`src/rtl/stream_capture_ctrl.sv`:
```
// ---------------------------------------------------------------------------
// stream_capture_ctrl
//
// Capture sequencer for one logic-analyzer channel. It drives both sides of
// a single-clock stream FIFO and turns it into a pre-/post-trigger capture
// buffer:
//   PRE   : every sample is written; the oldest sample is dropped so that the
//           FIFO holds a rolling window of the most recent pre_r samples.
//   POST  : after an accepted trigger, post_r samples (trigger included) are
//           written with no drops.
//   READ  : the FIFO output is handed to the host readout stream.
//   FLUSH : after an abort, the FIFO is drained and the contents discarded.
//
// Handshakes: a transfer happens on a side in every cycle where both valid
// and ready are high on the rising clock edge. The sample source has no
// backpressure; the window clamping guarantees that fifo_din_ready is high
// whenever this block asserts fifo_din_valid during a capture.
//
// Ports
//   clk, rst            : clock, synchronous active-high reset (shared with
//                         the FIFO instance)
//   arm                 : start a capture (IDLE only); latches pre/post counts
//   abort               : cancel capture (PRE, POST, READ) -> FLUSH
//   pre_count           : requested pre-trigger samples
//   post_count          : requested post-trigger samples, trigger included
//   sample_valid/data   : incoming sample stream
//   trigger             : current sample is the trigger (with sample_valid)
//   fifo_din_*          : FIFO write side
//   fifo_dout_*         : FIFO read side
//   fifo_used           : FIFO occupancy before this cycle's operations
//   rd_valid/ready/data : host readout stream
//   state               : IDLE=0, PRE=1, POST=2, READ=3, FLUSH=4
//   busy                : state != IDLE
//   capture_done        : one-cycle pulse in the cycle that moves to READ
// ---------------------------------------------------------------------------
module stream_capture_ctrl #(
  parameter int Width = 8,
  parameter int Depth = 128,
  localparam int CW = $clog2(Depth + 1)
) (
  input  logic             clk,
  input  logic             rst,
  input  logic             arm,
  input  logic             abort,
  input  logic [CW-1:0]    pre_count,
  input  logic [CW-1:0]    post_count,
  input  logic             sample_valid,
  input  logic [Width-1:0] sample_data,
  input  logic             trigger,
  output logic             fifo_din_valid,
  input  logic             fifo_din_ready,
  output logic [Width-1:0] fifo_din_data,
  input  logic             fifo_dout_valid,
  output logic             fifo_dout_ready,
  input  logic [Width-1:0] fifo_dout_data,
  input  logic [CW-1:0]    fifo_used,
  output logic             rd_valid,
  input  logic             rd_ready,
  output logic [Width-1:0] rd_data,
  output logic [2:0]       state,
  output logic             busy,
  output logic             capture_done
);

  typedef enum logic [2:0] {
    ST_IDLE  = 3'd0,
    ST_PRE   = 3'd1,
    ST_POST  = 3'd2,
    ST_READ  = 3'd3,
    ST_FLUSH = 3'd4
  } state_e;

  localparam logic [CW-1:0] DEPTH_C    = CW'(Depth);
  localparam logic [CW-1:0] DEPTH_M1_C = CW'(Depth - 1);
  localparam logic [CW-1:0] ONE_C      = CW'(1);

  state_e        state_q, state_d;
  logic [CW-1:0] pre_r_q, pre_r_d;
  logic [CW-1:0] post_r_q, post_r_d;
  logic [CW-1:0] post_cnt_q, post_cnt_d;
  // High during the first READ cycle only: the FIFO's empty/used view lags
  // the last POST write by a cycle, so an empty indication there is stale.
  logic          read_first_q, read_first_d;

  // -------------------------------------------------------------------------
  // Configuration clamping. pre_r leaves at least one slot for the trigger
  // sample and post_r never exceeds the remaining room, so the FIFO cannot
  // overflow before READ.
  // -------------------------------------------------------------------------
  logic [CW-1:0] pre_clamp;
  logic [CW-1:0] post_min1;
  logic [CW-1:0] post_room;
  logic [CW-1:0] post_clamp;

  always_comb begin
    pre_clamp  = (pre_count > DEPTH_M1_C) ? DEPTH_M1_C : pre_count;
    post_min1  = (post_count == '0) ? ONE_C : post_count;
    post_room  = DEPTH_C - pre_clamp;
    post_clamp = (post_min1 > post_room) ? post_room : post_min1;
  end

  // -------------------------------------------------------------------------
  // Trigger qualification and sample bookkeeping.
  // A trigger is only honoured once the pre-window is full; this is what
  // makes the readout always contain exactly pre_r samples before it.
  // -------------------------------------------------------------------------
  logic          trig_acc;
  logic          sample_wr;
  logic [CW-1:0] post_cnt_inc;

  assign trig_acc     = (state_q == ST_PRE) & sample_valid & trigger &
                        (fifo_used >= pre_r_q);
  assign sample_wr    = sample_valid & fifo_din_ready;
  assign post_cnt_inc = post_cnt_q + ONE_C;

  // Data paths are pure pass-through: zero added latency in both directions.
  assign fifo_din_data = sample_data;
  assign rd_data       = fifo_dout_data;
  assign state         = state_q;
  assign busy          = (state_q != ST_IDLE);

  // -------------------------------------------------------------------------
  // Next-state and output logic
  // -------------------------------------------------------------------------
  always_comb begin
    state_d         = state_q;
    pre_r_d         = pre_r_q;
    post_r_d        = post_r_q;
    post_cnt_d      = post_cnt_q;
    read_first_d    = 1'b0;
    fifo_din_valid  = 1'b0;
    fifo_dout_ready = 1'b0;
    rd_valid        = 1'b0;
    capture_done    = 1'b0;

    unique case (state_q)
      ST_IDLE: begin
        if (arm) begin
          pre_r_d    = pre_clamp;
          post_r_d   = post_clamp;
          post_cnt_d = '0;
          state_d    = ST_PRE;
        end
      end

      ST_PRE: begin
        fifo_din_valid = sample_valid;
        // Drop the oldest sample when the window is over-full, or when it is
        // exactly full and a non-trigger sample is about to be written. A
        // drop and a write can share a cycle, keeping occupancy at pre_r.
        fifo_dout_ready = fifo_dout_valid &
                          ((fifo_used > pre_r_q) |
                           ((fifo_used == pre_r_q) & sample_valid & ~trig_acc));
        if (abort) begin
          state_d = ST_FLUSH;
        end else if (trig_acc) begin
          post_cnt_d = ONE_C;
          if (post_r_q == ONE_C) begin
            state_d      = ST_READ;
            read_first_d = 1'b1;
            capture_done = 1'b1;
          end else begin
            state_d = ST_POST;
          end
        end
      end

      ST_POST: begin
        fifo_din_valid = sample_valid;
        if (abort) begin
          state_d = ST_FLUSH;
        end else if (sample_wr) begin
          post_cnt_d = post_cnt_inc;
          if (post_cnt_inc == post_r_q) begin
            state_d      = ST_READ;
            read_first_d = 1'b1;
            capture_done = 1'b1;
          end
        end
      end

      ST_READ: begin
        rd_valid        = fifo_dout_valid;
        fifo_dout_ready = rd_ready;
        if (abort) begin
          state_d = ST_FLUSH;
        end else if (!read_first_q && !fifo_dout_valid) begin
          state_d = ST_IDLE;
        end
      end

      ST_FLUSH: begin
        fifo_dout_ready = 1'b1;
        if (!fifo_dout_valid) begin
          state_d = ST_IDLE;
        end
      end

      default: begin
        state_d = ST_IDLE;
      end
    endcase
  end

  // -------------------------------------------------------------------------
  // State registers
  // -------------------------------------------------------------------------
  always_ff @(posedge clk) begin
    if (rst) begin
      state_q      <= ST_IDLE;
      pre_r_q      <= '0;
      post_r_q     <= ONE_C;
      post_cnt_q   <= '0;
      read_first_q <= 1'b0;
    end else begin
      state_q      <= state_d;
      pre_r_q      <= pre_r_d;
      post_r_q     <= post_r_d;
      post_cnt_q   <= post_cnt_d;
      read_first_q <= read_first_d;
    end
  end

endmodule

```
`config.mk`:
```
export PLATFORM = sky130hd
export DESIGN_NAME = stream_capture_ctrl
export DESIGN_NICKNAME = d
export VERILOG_FILES = /design/src/rtl/stream_capture_ctrl.sv
export SDC_FILE = /design/constraint.sdc
export NUM_CORES = 1
export LEC_CHECK = 0
export ABC_CLOCK_PERIOD_IN_PS = 9910
export CAP_MARGIN = 20
export CELL_PAD_IN_SITES_DETAIL_PLACEMENT = 0
export CELL_PAD_IN_SITES_GLOBAL_PLACEMENT = 2
export CORE_MARGIN = 5
export CORE_UTILIZATION = 39
export CTS_BUF_LIST = sky130_fd_sc_hd__clkbuf_4
export DETAILED_ROUTE_END_ITERATION = 8
export DONT_BUFFER_PORTS = 1
export PLACE_DENSITY = 0.9
export SETUP_SLACK_MARGIN = 0.02
export SLEW_MARGIN = 20
export SYNTH_ARGS = -nofsm -noshare
export SYNTH_HDL_FRONTEND = slang
export SYNTH_SLANG_ARGS = --single-unit
export TNS_END_PERCENT = 5
```
`constraint.sdc`:
```
create_clock -name clk -period 9.91 [get_ports clk]
set_input_delay 2.973 -clock clk [delete_from_list [all_inputs] [get_ports clk]]
set_output_delay 2.973 -clock clk [all_outputs]
set_load 0.02 [all_outputs]
```
==> impl_metrics.tcl <==
set metrics [dict create \
    crit_fanout 4 \
    cts_buffer_depth 2 \
    cts_max_level 1 \
    gp_congestion 0.8463 \
    cts_root_buf "clkbuf_4" \
    yosysSeqAreaShare 0.2394 \
    route.detailed.drc 0 \
    fin_cells 344 \
    nets 337 \
    overflow 0 \
    cp-start-kind "input port" \
    max_freq_mhz 134.2 \
    synth_edf_count 0 \
    drt_iter0_markers 84 \
    regArea_sq_um 560.5 \
    synth_common_cells "dfxtp_1, nor2_1, nor3_1" \
    worst-setup-path-type "input port to primary output" \
    dieArea_sq_um 7652 \
    synth_most_common_cell "dfxtp_1" \
    ys.flop_type "dfxtp_1" \
    antenna_found_initial 0 \
    finClkSkew_ps 15.21 \
    synth.area.top_cells "dfxtp_1, ha_1, buf_4, nor2_1, nor3_1" \
    fin_crit_sh 0.7519 \
    hold_viol 0 \
    vias_per_cell 5.779 \
    initial_core_util 0.3977 \
    wl_per_cell_um 16.09 \
    antennaDiodeCount 0 \
    grt_setup_unrepaired "no" \
    r2r_slack_ps 7530 \
    worst_pin_slew_ps 845.9 \
    final_antenna_net_count 0 \
    synth_fp_nets 369 \
    grt_pass1_wl_mm 9.225 \
    drive_gt1_frac 0.05204 \
    routed_wl_mm 5.536 \
    slew_headroom 0.4317 \
    drv_cap 0 \
    syn_area_per_cell_sq_um 7.752 \
    async_flop_share 0 \
    synth_top_area_frac 0.2394 \
    cp.arrival_ps 4480 \
    fillCellCount 646 \
    synthCells 302 \
    cts_hold_buffers 0 \
    clock_sinks 28 \
    power_density_nw_per_um2 124.9 \
    grtUsageTotal 0.1481 \
    yosysWarnings 0 \
    status "complete, no violations" \
    multiInputGateArea_sq_um 1508 \
    cts_setup_buffers 0 \
    grt_max_degree 32 \
    cts_resized 0 \
    cts.clk_slew.worst_paths_ps 170 \
    area_growth_pct -2.833 \
    fp-row-count 28 \
    min_path_type "register to register" \
    cts_tree "done" \
    insertion_delay_ps 340 \
    pin_count 73 \
    ys_types 59 \
    fin_crit_ps 7452 \
    core-area_sq_um 5886 \
    grt_pass1_vias 1913 \
    vias 1988 \
    die_w_um 87.48 \
    end_kind "primary output" \
    synth_area_leader_cell "dfxtp_1" \
    port-buffer-count 0 \
    dp.cells 340 \
    dp_hpwl_mm 4.381 \
    synth_area_sq_um 2341 \
    p_leak_nw 0.8378 \
    firstDrtPassIters 4 \
    ir_worst_vdd_v 0.00004940 \
    cts_buffers 3 \
    die_h_um 87.48 \
    fin_setup_tns_ps 0 \
    slew_violations 0 \
    critPathRequiredTime_ps 6940 \
    setup_viol 0 \
    ys_seq_elements 28 \
]
==> layout by cell type, fill, tap and decap left out, drive strengths merged, types with 2 or more instances in the layout <==
cell    synthesis  final
and2            3      3
nand3           8      8
nand2          14     14
dfxtp          28     28
nor2           28     28
nor3b           5      5
ha             18     18
xnor2           7      7
mux2i           2      2
clkbuf         17      3
nand4           2      2
a21o            3      3
o21ai          11     11
a211oi         12     12
and3            8      8
nand2b          6      6
nor3           20     20
o21bai          2      2
nand4b          2      2
nor4            6      6
o21a            3      3
a311oi          8      8
inv            16     16
a21oi          19     19
nor2b           7      7
xor2            4      4
==> cell families (layout without fill, tap and decap cells) <==
group / count (synthesis) / count (layout) / share of synthesized area
AOI/OAI and AO/OA: 74 / 74 / 0.2223
xor gates and xnor gates: 11 / 11 / 0.04115
adders and majority gates: 18 / 18 / 0.09621
buffers and inverters: 53 / 20 / 0.1165
DFF: 28 / 28 / 0.2394
muxes: 3 / 3 / 0.01336
and+or+nand+nor: 115 / 115 / 0.2710
==> critical path: stages <==
cell and delay (ps):
inv_1 20, ha_1 290, nand2b_1 150, a2111o_1 420
a21oi_2 210, nor2_1 100, a32o_1 320
==> final timing paths <==
path | to | depth (start not counted) | start
setup / recovery | capture_done | 7 | fifo_used[0]
hold / removal | pre_r_q[7] | 2 | pre_r_q[7]
setup reg to reg | post_cnt_q[6] | 5 | state[1]
hold reg to reg | pre_r_q[7] | 2 | pre_r_q[7]
==> power by group <==
group	switching, mW	internal (mW)	total [mW]	leakage, nW
Clock	0.0357	0.0409	0.0767	0.0279
Combinational	0.0428	0.0325	0.0753	0.581
Sequential	0.0109	0.121	0.132	0.229
==> registers in the layout, summed over array words and instances, names as in the netlist <==
name / count
pre_r_q: 8
state: 3
post_cnt_q: 8
read_first_q: 1
post_r_q: 8
==> cell type report <==
type                       instances  share of cell area
clock inverter                     1             0.01320
inverter                          16             0.02640
clock buffer                       3            0.009901
sequential                        28              0.2464
tap                               75             0.04125
multi-input combinational        221              0.6628
==> per-stage QoR <==
step           power (mW)  area, sq um  utilization  hold slack (ps)  setup WS [ps]
3_5_place_dp       0.2108         2222       0.3776            448.9           2449
6_report           0.2842         2275       0.3865            466.9           2458
5_1_grt            0.3038         2275       0.3865            505.8           2363
4_1_cts            0.2879         2275       0.3865            469.8           2448
3_3_place_gp       0.2100         2222       0.3776            443.0           2477
2_1_floorplan      0.2084         2341            -            427.9           2580
==> routing by layer <==
metal  track usage  up-vias  wire length, um
met1        0.1977      926             2569
met4       0.04184        0               38
li1              -     1019                -
met5             0        -                0
met3       0.02554        2              272
met2        0.2438       41             2655
(Power assumes the default switching activity.)
